==> src/rtl/menu_sequencer.sv <==
// Multi-stage menu sequencer. Four raw pushbuttons are debounced into single-cycle
// events, which walk N_STAGES menus of N_OPTS options and end in an ack handshake.

module menu_btn_debounce (
   input  logic clk,
   input  logic reset,
   input  logic tick_i,
   input  logic btn_i,
   output logic evt_o
);
   logic [1:0] sync_q;
   logic [1:0] hist_q;
   logic       evt_q;

   // A press is recognised when the tick samples go 0,1,1; the pulse lasts one clk.
   always_ff @(posedge clk) begin
      if (reset) begin
         sync_q <= '0;
         hist_q <= '0;
         evt_q  <= 1'b0;
      end else begin
         sync_q <= {sync_q[0], btn_i};
         evt_q  <= 1'b0;
         if (tick_i) begin
            hist_q <= {hist_q[0], sync_q[1]};
            evt_q  <= (hist_q == 2'b01) && sync_q[1];
         end
      end
   end

   assign evt_o = evt_q;
endmodule

module menu_sequencer #(
   parameter int N_STAGES = 3,
   parameter int N_OPTS   = 4,
   parameter int TICK_DIV = 1 << 20,
   localparam int SW = (N_STAGES > 2) ? $clog2(N_STAGES) : 1,
   localparam int CW = (N_OPTS > 2) ? $clog2(N_OPTS) : 1
) (
   input  logic                         clk,
   input  logic                         reset,
   input  logic                         btn_next,
   input  logic                         btn_prev,
   input  logic                         btn_sel,
   input  logic                         btn_cancel,
   input  logic                         ack,
   output logic [N_STAGES*N_OPTS-1:0]   opt_onehot,
   output logic [SW-1:0]                stage,
   output logic [CW-1:0]                cursor,
   output logic [N_STAGES*CW-1:0]       choices,
   output logic                         done
);
   localparam int NW = N_STAGES * N_OPTS;
   localparam int TW = (TICK_DIV > 2) ? $clog2(TICK_DIV) : 1;
   localparam logic [SW-1:0] LAST_STAGE = SW'(N_STAGES - 1);
   localparam logic [CW-1:0] LAST_OPT   = CW'(N_OPTS - 1);
   localparam logic [TW-1:0] TICK_LAST  = TW'(TICK_DIV - 1);

   localparam int EV_NEXT   = 0;
   localparam int EV_PREV   = 1;
   localparam int EV_SEL    = 2;
   localparam int EV_CANCEL = 3;

   typedef enum logic {ST_BROWSE = 1'b0, ST_DONE = 1'b1} state_t;

   state_t                          state_q, state_d;
   logic [SW-1:0]                   stage_q, stage_d;
   logic [CW-1:0]                   cursor_q, cursor_d;
   logic [N_STAGES-1:0][CW-1:0]     choices_q, choices_d;
   logic [NW-1:0]                   onehot_q, onehot_d;
   logic                            done_q, done_d;
   logic [TW-1:0]                   tick_cnt_q, tick_cnt_d;
   logic                            tick;
   logic [3:0]                      btn_raw;
   logic [3:0]                      evt;

   assign tick       = (tick_cnt_q == TICK_LAST);
   assign tick_cnt_d = tick ? '0 : tick_cnt_q + TW'(1);

   assign btn_raw = {btn_cancel, btn_sel, btn_prev, btn_next};

   for (genvar g = 0; g < 4; g++) begin : g_btn
      menu_btn_debounce u_db (
         .clk    (clk),
         .reset  (reset),
         .tick_i (tick),
         .btn_i  (btn_raw[g]),
         .evt_o  (evt[g])
      );
   end

   // Only the highest-priority event of a cycle acts: cancel > sel > prev > next.
   always_comb begin
      state_d   = state_q;
      stage_d   = stage_q;
      cursor_d  = cursor_q;
      choices_d = choices_q;
      unique case (state_q)
         ST_BROWSE: begin
            if (evt[EV_CANCEL]) begin
               if (stage_q != '0) begin
                  choices_d[stage_q] = '0;
                  stage_d            = stage_q - SW'(1);
                  cursor_d           = choices_q[stage_q - SW'(1)];
               end else begin
                  cursor_d  = '0;
                  choices_d = '0;
               end
            end else if (evt[EV_SEL]) begin
               choices_d[stage_q] = cursor_q;
               if (stage_q != LAST_STAGE) begin
                  stage_d  = stage_q + SW'(1);
                  cursor_d = '0;
               end else begin
                  state_d = ST_DONE;
               end
            end else if (evt[EV_PREV]) begin
               cursor_d = (cursor_q == '0) ? LAST_OPT : cursor_q - CW'(1);
            end else if (evt[EV_NEXT]) begin
               cursor_d = (cursor_q == LAST_OPT) ? '0 : cursor_q + CW'(1);
            end
         end
         ST_DONE: begin
            if (ack) begin
               state_d   = ST_BROWSE;
               stage_d   = '0;
               cursor_d  = '0;
               choices_d = '0;
            end else if (evt[EV_CANCEL]) begin
               state_d  = ST_BROWSE;
               stage_d  = LAST_STAGE;
               cursor_d = choices_q[LAST_STAGE];
            end
         end
         default: state_d = ST_BROWSE;
      endcase
   end

   always_comb begin
      onehot_d = '0;
      done_d   = (state_d == ST_DONE);
      for (int s = 0; s < N_STAGES; s++) begin
         for (int o = 0; o < N_OPTS; o++) begin
            onehot_d[s*N_OPTS + o] = (state_d == ST_BROWSE) &&
                                     (stage_d == SW'(s)) && (cursor_d == CW'(o));
         end
      end
   end

   always_ff @(posedge clk) begin
      if (reset) begin
         state_q    <= ST_BROWSE;
         stage_q    <= '0;
         cursor_q   <= '0;
         choices_q  <= '0;
         onehot_q   <= NW'(1);
         done_q     <= 1'b0;
         tick_cnt_q <= '0;
      end else begin
         state_q    <= state_d;
         stage_q    <= stage_d;
         cursor_q   <= cursor_d;
         choices_q  <= choices_d;
         onehot_q   <= onehot_d;
         done_q     <= done_d;
         tick_cnt_q <= tick_cnt_d;
      end
   end

   assign opt_onehot = onehot_q;
   assign stage      = stage_q;
   assign cursor     = cursor_q;
   assign choices    = choices_q;
   assign done       = done_q;
endmodule
==> config.mk <==
export PLATFORM = sky130hd
export DESIGN_NAME = menu_sequencer
export DESIGN_NICKNAME = d
export VERILOG_FILES = /design/src/rtl/menu_sequencer.sv
export SDC_FILE = /design/constraint.sdc
export NUM_CORES = 1
export LEC_CHECK = 0
export ABC_AREA = 0
export BUFFER_PORTS_ARGS = -buffer_cell sky130_fd_sc_hd__buf_2
export CORE_MARGIN = 2
export CORE_UTILIZATION = 57
export DETAILED_ROUTE_END_ITERATION = 10
export PLACE_DENSITY = 0.78
export SETUP_SLACK_MARGIN = 0.02
export SYNTH_ARGS = -nofsm -noshare
export SYNTH_HDL_FRONTEND = slang
export SYNTH_SLANG_ARGS = --single-unit
==> constraint.sdc <==
create_clock -name clk -period 2.9 [get_ports clk]
set_input_delay 0.87 -clock clk [delete_from_list [all_inputs] [get_ports clk]]
set_output_delay 0.87 -clock clk [all_outputs]
set_load 0.01 [all_outputs]
Yosys cells after proc, flatten, opt, wreduce, memory -nomap -nowiden
Cells that the tools add are included.
Word-level totals
  register bits after elaboration: 63
  bits in latches: 0
  bits in writable memories: 0
  memory bits (read-only): 0
  bits of input ports: 7
  output and inout port bits: 23
  logic and storage cells: 108
  memories kept: 0
Operators by class
  $add $sub $neg: 5
  multipliers: 0
  div/mod/pow operators: 0
  $lt $le $gt $ge: 3
  equality and inequality tests: 14
  shift operators: 0
  multiplexer cells: 34
  bitwise operators: 5
  reduce and logical (&&, ||, !) cells: 27
Operators with widths (number)
  $mux W2: 18
  $mux W6: 4
  $add A20 B1 Y20 const B: 1
  $eq A20 B20 Y1 const B: 1
  $logic_and A1 B1 Y1: 20
  $eq A2 B1 Y1 const B: 6
  $pmux W6 S2: 1
  $eq A2 B2 Y1 const B: 4
  $pmux W2 S2: 2
  $and A6 B6 Y6: 1
  $bwmux W6: 1
  $logic_not A2 Y1: 3
  $lt A2 B3 Y1 const B: 2
  $not A6 Y6: 1
  $mux W1: 5
  $add A2 B1 Y2 const B: 2
  $bmux W2 S2: 1
  $demux W2 S2: 1
  $ne A2 B2 Y1 const B: 2
  $reduce_or A2 Y1: 2
  $sub A2 B1 Y2 const B: 2
  $ne A3 B1 Y1 const B: 1
  $not A1 Y1: 3
  $ge A2 B1 Y1 const B: 1
  3 further kinds: 3

Depth between registers and ports, before layout
  depth after elaboration: 9
  gate-level depth with buffers: 8
  mapped depth without buffers: 7

Cells and area by module
From an unflattened synthesis, not the netlist that was laid out.
Second synthesis, totals
  cell total of the unflattened synthesis: 280
  area, all modules: 2577.5 um2
Modules (own cells, without submodules)
  menu_sequencer: times used 1, cells each 228, area an instance 1976.9 um2, seq. area each 860.8 um2
  menu_btn_debounce: times used 4, cells each 13, area an instance 150.1 um2, seq. area each 100.1 um2

Worst setup path before layout
OpenSTA, ideal clock, no wires.
  path type: reg2reg
  start point: register stage_q[0], in the netlist stage[0]
  end point: register onehot_q[10], in the netlist opt_onehot[10]
  setup time: 0.137 ns
  data arrival time: 1.980 ns
  required time: 2.763 ns
  slack: 0.783 ns
  cell stages (with the launch flop): 8
  buffers on the path: 0
  period minus slack after synthesis: 2.117 ns
  cell sequence: dfxtp_1 inv_1 ha_1 mux2_2 a22oi_1 o22ai_1 a21oi_1 nor3_1
On the way
  cells in the longest elaborated chain, start to end: 8
  elaborated cells on any way between the ends: 27
  classes of those cells: add/sub: 2; eq/ne: 3; mux: 18; bitwise: 1; reduce/logical: 3
Ends and longest elaborated chain
  start: declaration: line 68  | logic [SW-1:0] stage_q, stage_d;
  start signal: assignment: line 162  | stage_q <= stage_d;
  $sub A2 B1 Y2, or another cell as far along: line 104, 105
  $bmux W2 S2, or another cell as far along: line 105  | cursor_d = choices_q[stage_q - SW'(1)];
  $mux W2 (not written as such), or another cell as far along: line 105
  $mux W2, or another cell as far along: line 102  | if (stage_q != '0) begin
  $mux W2, or another cell as far along: line 101  | if (evt[EV_CANCEL]) begin
  $pmux W2 S2, or another cell as far along: line 99  | unique case (state_q)
  $eq A2 B2 Y1 or $logic_and A1 B1 Y1 (tied branches): line 146, 145
  $logic_and A1 B1 Y1 *: line 146  | (stage_d == SW'(s)) && (cursor_d == CW'(o));
  end signal: assignment: line 165  | onehot_q <= onehot_d;
  end: declaration: line 71  | logic [NW-1:0] onehot_q, onehot_d;
Mark *: on every way between the ends. The rest lies on a longest branch, timed or not. The select of a mux whose other input is x is not followed.
A chain may end at the register's enable or synchronous reset.

Worst setup path after layout
Ends and elaborated chain as after synthesis.

==> flow_summary_export.csv <==
group,metric,value,unit
cells_and_area,drive_gt1_share,18.07,%
timing,fmax,421.9,MHz
drt,via_per_inst,5.480,
pwr,pwr_density_cell,600.3,nW/um2
die,core_region_area,4444,um2
clock_tree,cts_tree,"built",
setup_path,crit_end,"opt_onehot[10]",
setup_path,arrival,2.57,ns
clock_tree,clk_latency,0.34,ns
setup_path,rr_startpoint,"stage[0]",
synthesis,synth_cells,287,
placement,hpwlAfterDp,3.388,mm
timing,fin_setup_tns,0,ns
synthesis,synth_area,2670,um2
synthesis,synth_common_cells,"dfxtp_1, nor2_1, nand2_1",
timing,maxSlewViolCount,0,
drt,ant_nets,0,
synthesis,yosys.area.top_type,"dfxtp_1",
global_routing,grt_pass1_vias,1821,
die,rows,24,
clock_tree,max-clock-path-buffers,2,
cells_and_area,fin_nets,329,
synthesis,synth-seq-area-share,47.24,%
global_routing,grt_overflow_total,0,
clock_tree,cts_inserted_buffers,9,
cells_and_area,fill_cells,374,
cells_and_area,syn2layout_area_growth,14.43,%
cells_and_area,final_cells,373,
setup_path,regToRegSetupSlack,0.53,ns
setup_path,r2r_end,"opt_onehot[10]",
drt,vias,2044,
timing,holdWs,0.4192,ns
setup_path,critPathKind,"flop to flop",
die,io-pin-count,30,
setup_path,crit_slowest_cell,"dfxtp_1",
setup_path,crit_cells,7,
setup_path,r2r_cells,7,
synthesis,synth.distinct_cells,48,
cells_and_area,final_util,68.75,%
synthesis,ys_seq_elements,63,
synthesis,async_flop_share,0,%
synthesis,synth.area.top_cells,"dfxtp_1, nor2_1, mux2i_1",
drt,drt-total-wl,4.907,mm
synthesis,synth_top_flop_cell,"dfxtp_1",
pwr,ir_worst_vdd,445.2,uV
placement,io_buffers,29,
setup_path,cp-end-kind,"flop",
setup_path,critPathMaxFanout,8,
clock_tree,clock_sinks,63,
synthesis,synth_nets,300,
synthesis,synth_edf_count,0,
global_routing,grt_start_max_net_pins,22,
die,dieArea,5248,um2
drt,drc,0,
timing,finalCriticalPeriod,2.370,ns
global_routing,grt_pass1_wl,8.321,mm
drt,drt_pass1_iterations,4,
timing,setup_violations,0,
drt,post_drt_wl_per_cell,13.16,um
run,drv_cap,0,
clock_tree,htree_levels,3,
setup_path,required,3.10,ns
setup_path,cp_num_buf_inv,1,
cells_and_area,diodes,0,
timing,slew_headroom,48.68,%
clock_tree,postCtsHoldBufs,0,
min_path,hold_path_class,"flop to flop",
global_routing,grt_usage,20.75,%
placement,dpl.cell_count,357,
die,fp.dieH,72.44,um
setup_path,crit_family,"compound AO/OA/AOI/OAI gates",
setup_path,critPathLaunchType,"flop",
placement,gp_congestion,0.9084,
synthesis,avgSynthCellArea,9.303,um2
die,start_util,60.08,%
timing,tightest_slew,0.7670,ns
setup_path,worst_path_largest_cell_delay,0.46,ns
timing,rsz0062_at_grt,"false",
placement,placed_area,2810,um2
timing,fin_skew,0.005730,ns
run_status,status,"complete, no violations",
pwr,leakage,1.166,nW
global_routing,antenna_found_initial,0,
die,die-width,72.44,um
setup_path,worstSetupStartpoint,"stage[0]",
cells_and_area,design_area,3055,um2
setup_path,crit_chain,"inv_1 -> ha_1 -> mux2_2 -> a22oi_1 -> o22ai_1 -> a21oi_1 -> nor3_1",
timing,finalCritPeriodShare,81.73,%
clock_tree,path_clk_slew,0.07,ns
synthesis,ys_warn_count,0,
synthesis,yosysMostFrequentCell,"dfxtp_1",
clock_tree,cts_root_buf,"clkbuf_8",
clock_tree,ctsResizeCount,0,
synthesis,synth_top_area_share,47.24,%
clock_tree,cts_setup_buffers,0,
drt,drtIter0Drc,121,
timing,hold_violations,0,
==> worst register-to-register path, delay by kind of cell (launching register included) <==
family                     cells  cell delay [ns]
muxes                          1             0.35
AOI/OAI and AO/OA              3             0.77
and+or+nand+nor                1             0.12
DFF                            1             0.46
buffers and inverters          1             0.15
adders and majority gates      1             0.38
==> cell type report <==
cell class / instances / area [um2] / area share (%)
Multi-Input combinational cell: 205 / 1301 / 42.59
Clock buffer: 10 / 137.6 / 4.505
Sequential cell: 63 / 1261 / 41.28
Timing Repair Buffer: 31 / 160.2 / 5.242
Inverter: 6 / 22.52 / 0.7371
Clock inverter: 6 / 107.6 / 3.522
Tap cell: 52 / 65.06 / 2.129
==> worst min path at each step <==
stage / startpoint / end / slack, ns / cells after the start
after floorplan: g_btn[0].u_db.hist_q[1] / g_btn[0].u_db.evt_o / 0.40 / 1
after global placement: g_btn[3].u_db.hist_q[1] / g_btn[3].u_db.evt_o / 0.41 / 1
after detailed placement: g_btn[2].u_db.hist_q[1] / g_btn[2].u_db.evt_o / 0.42 / 1
after CTS: g_btn[2].u_db.hist_q[1] / g_btn[2].u_db.evt_o / 0.43 / 1
after global routing: g_btn[3].u_db.hist_q[1] / g_btn[3].u_db.evt_o / 0.44 / 1
final: g_btn[2].u_db.hist_q[1] / g_btn[2].u_db.evt_o / 0.42 / 1
==> cell families (layout without fill, tap and decap cells) <==
group | Yosys count | count (layout) | share of synthesized area [%]
and+or+nand+nor | 136 | 136 | 26.99
DFF | 63 | 63 | 47.24
AOI/OAI and AO/OA | 33 | 33 | 8.248
buffers and inverters | 19 | 53 | 4.029
xor gates and xnor gates | 17 | 17 | 5.577
muxes | 13 | 13 | 5.108
adders and majority gates | 6 | 6 | 2.812
==> stage by stage <==
stage / power (W) / setup WS, ns
5_1_grt: 0.001895 / 0.2941
3_3_place_gp: 0.0009306 / 0.6576
3_5_place_dp: 0.0009318 / 0.5853
2_1_floorplan: 0.0009241 / 0.7833
6_report: 0.001834 / 0.5299
4_1_cts: 0.001852 / 0.5475
==> report_power, final <==
part	internal (W)	switching [W]
Sequential	0.000874	0.00000432
Combinational	0.0000131	0.0000206
Clock	0.000591	0.000331
==> layout by cell type, fill, tap and decap left out, drive strengths merged, types with 8 or more instances in the layout <==
cell type   n
dfxtp      63
nor2b      14
buf        31
xor2        9
mux2i      11
nand2      17
nor2       48
xnor2       8
clkbuf     10
nor3       13
a21oi      14
nand4       8
nand3      14
==> state kept, by name, indices dropped and copies added (netlist names) <==
signal / count
tick_cnt_q: 20
g_btn.u_db.hist_q: 8
g_btn.u_db.sync_q: 8
g_btn.u_db.evt_o: 4
opt_onehot: 12
choices: 6
stage: 2
cursor: 2
done: 1
==> layer usage <==
| metal | vias to the layer above | GRT usage (%) | share of wire (%) |
|---|---|---|---|
| met5 | - | 0 | 0 |
| met4 | 0 | 11.73 | 1.7 |
| met3 | 8 | 5.000 | 4.6 |
| met2 | 51 | 32.31 | 47 |
| met1 | 940 | 26.40 | 47 |
| li1 | 1045 | - | - |
Note: power is estimated with default switching activity, not from simulation.
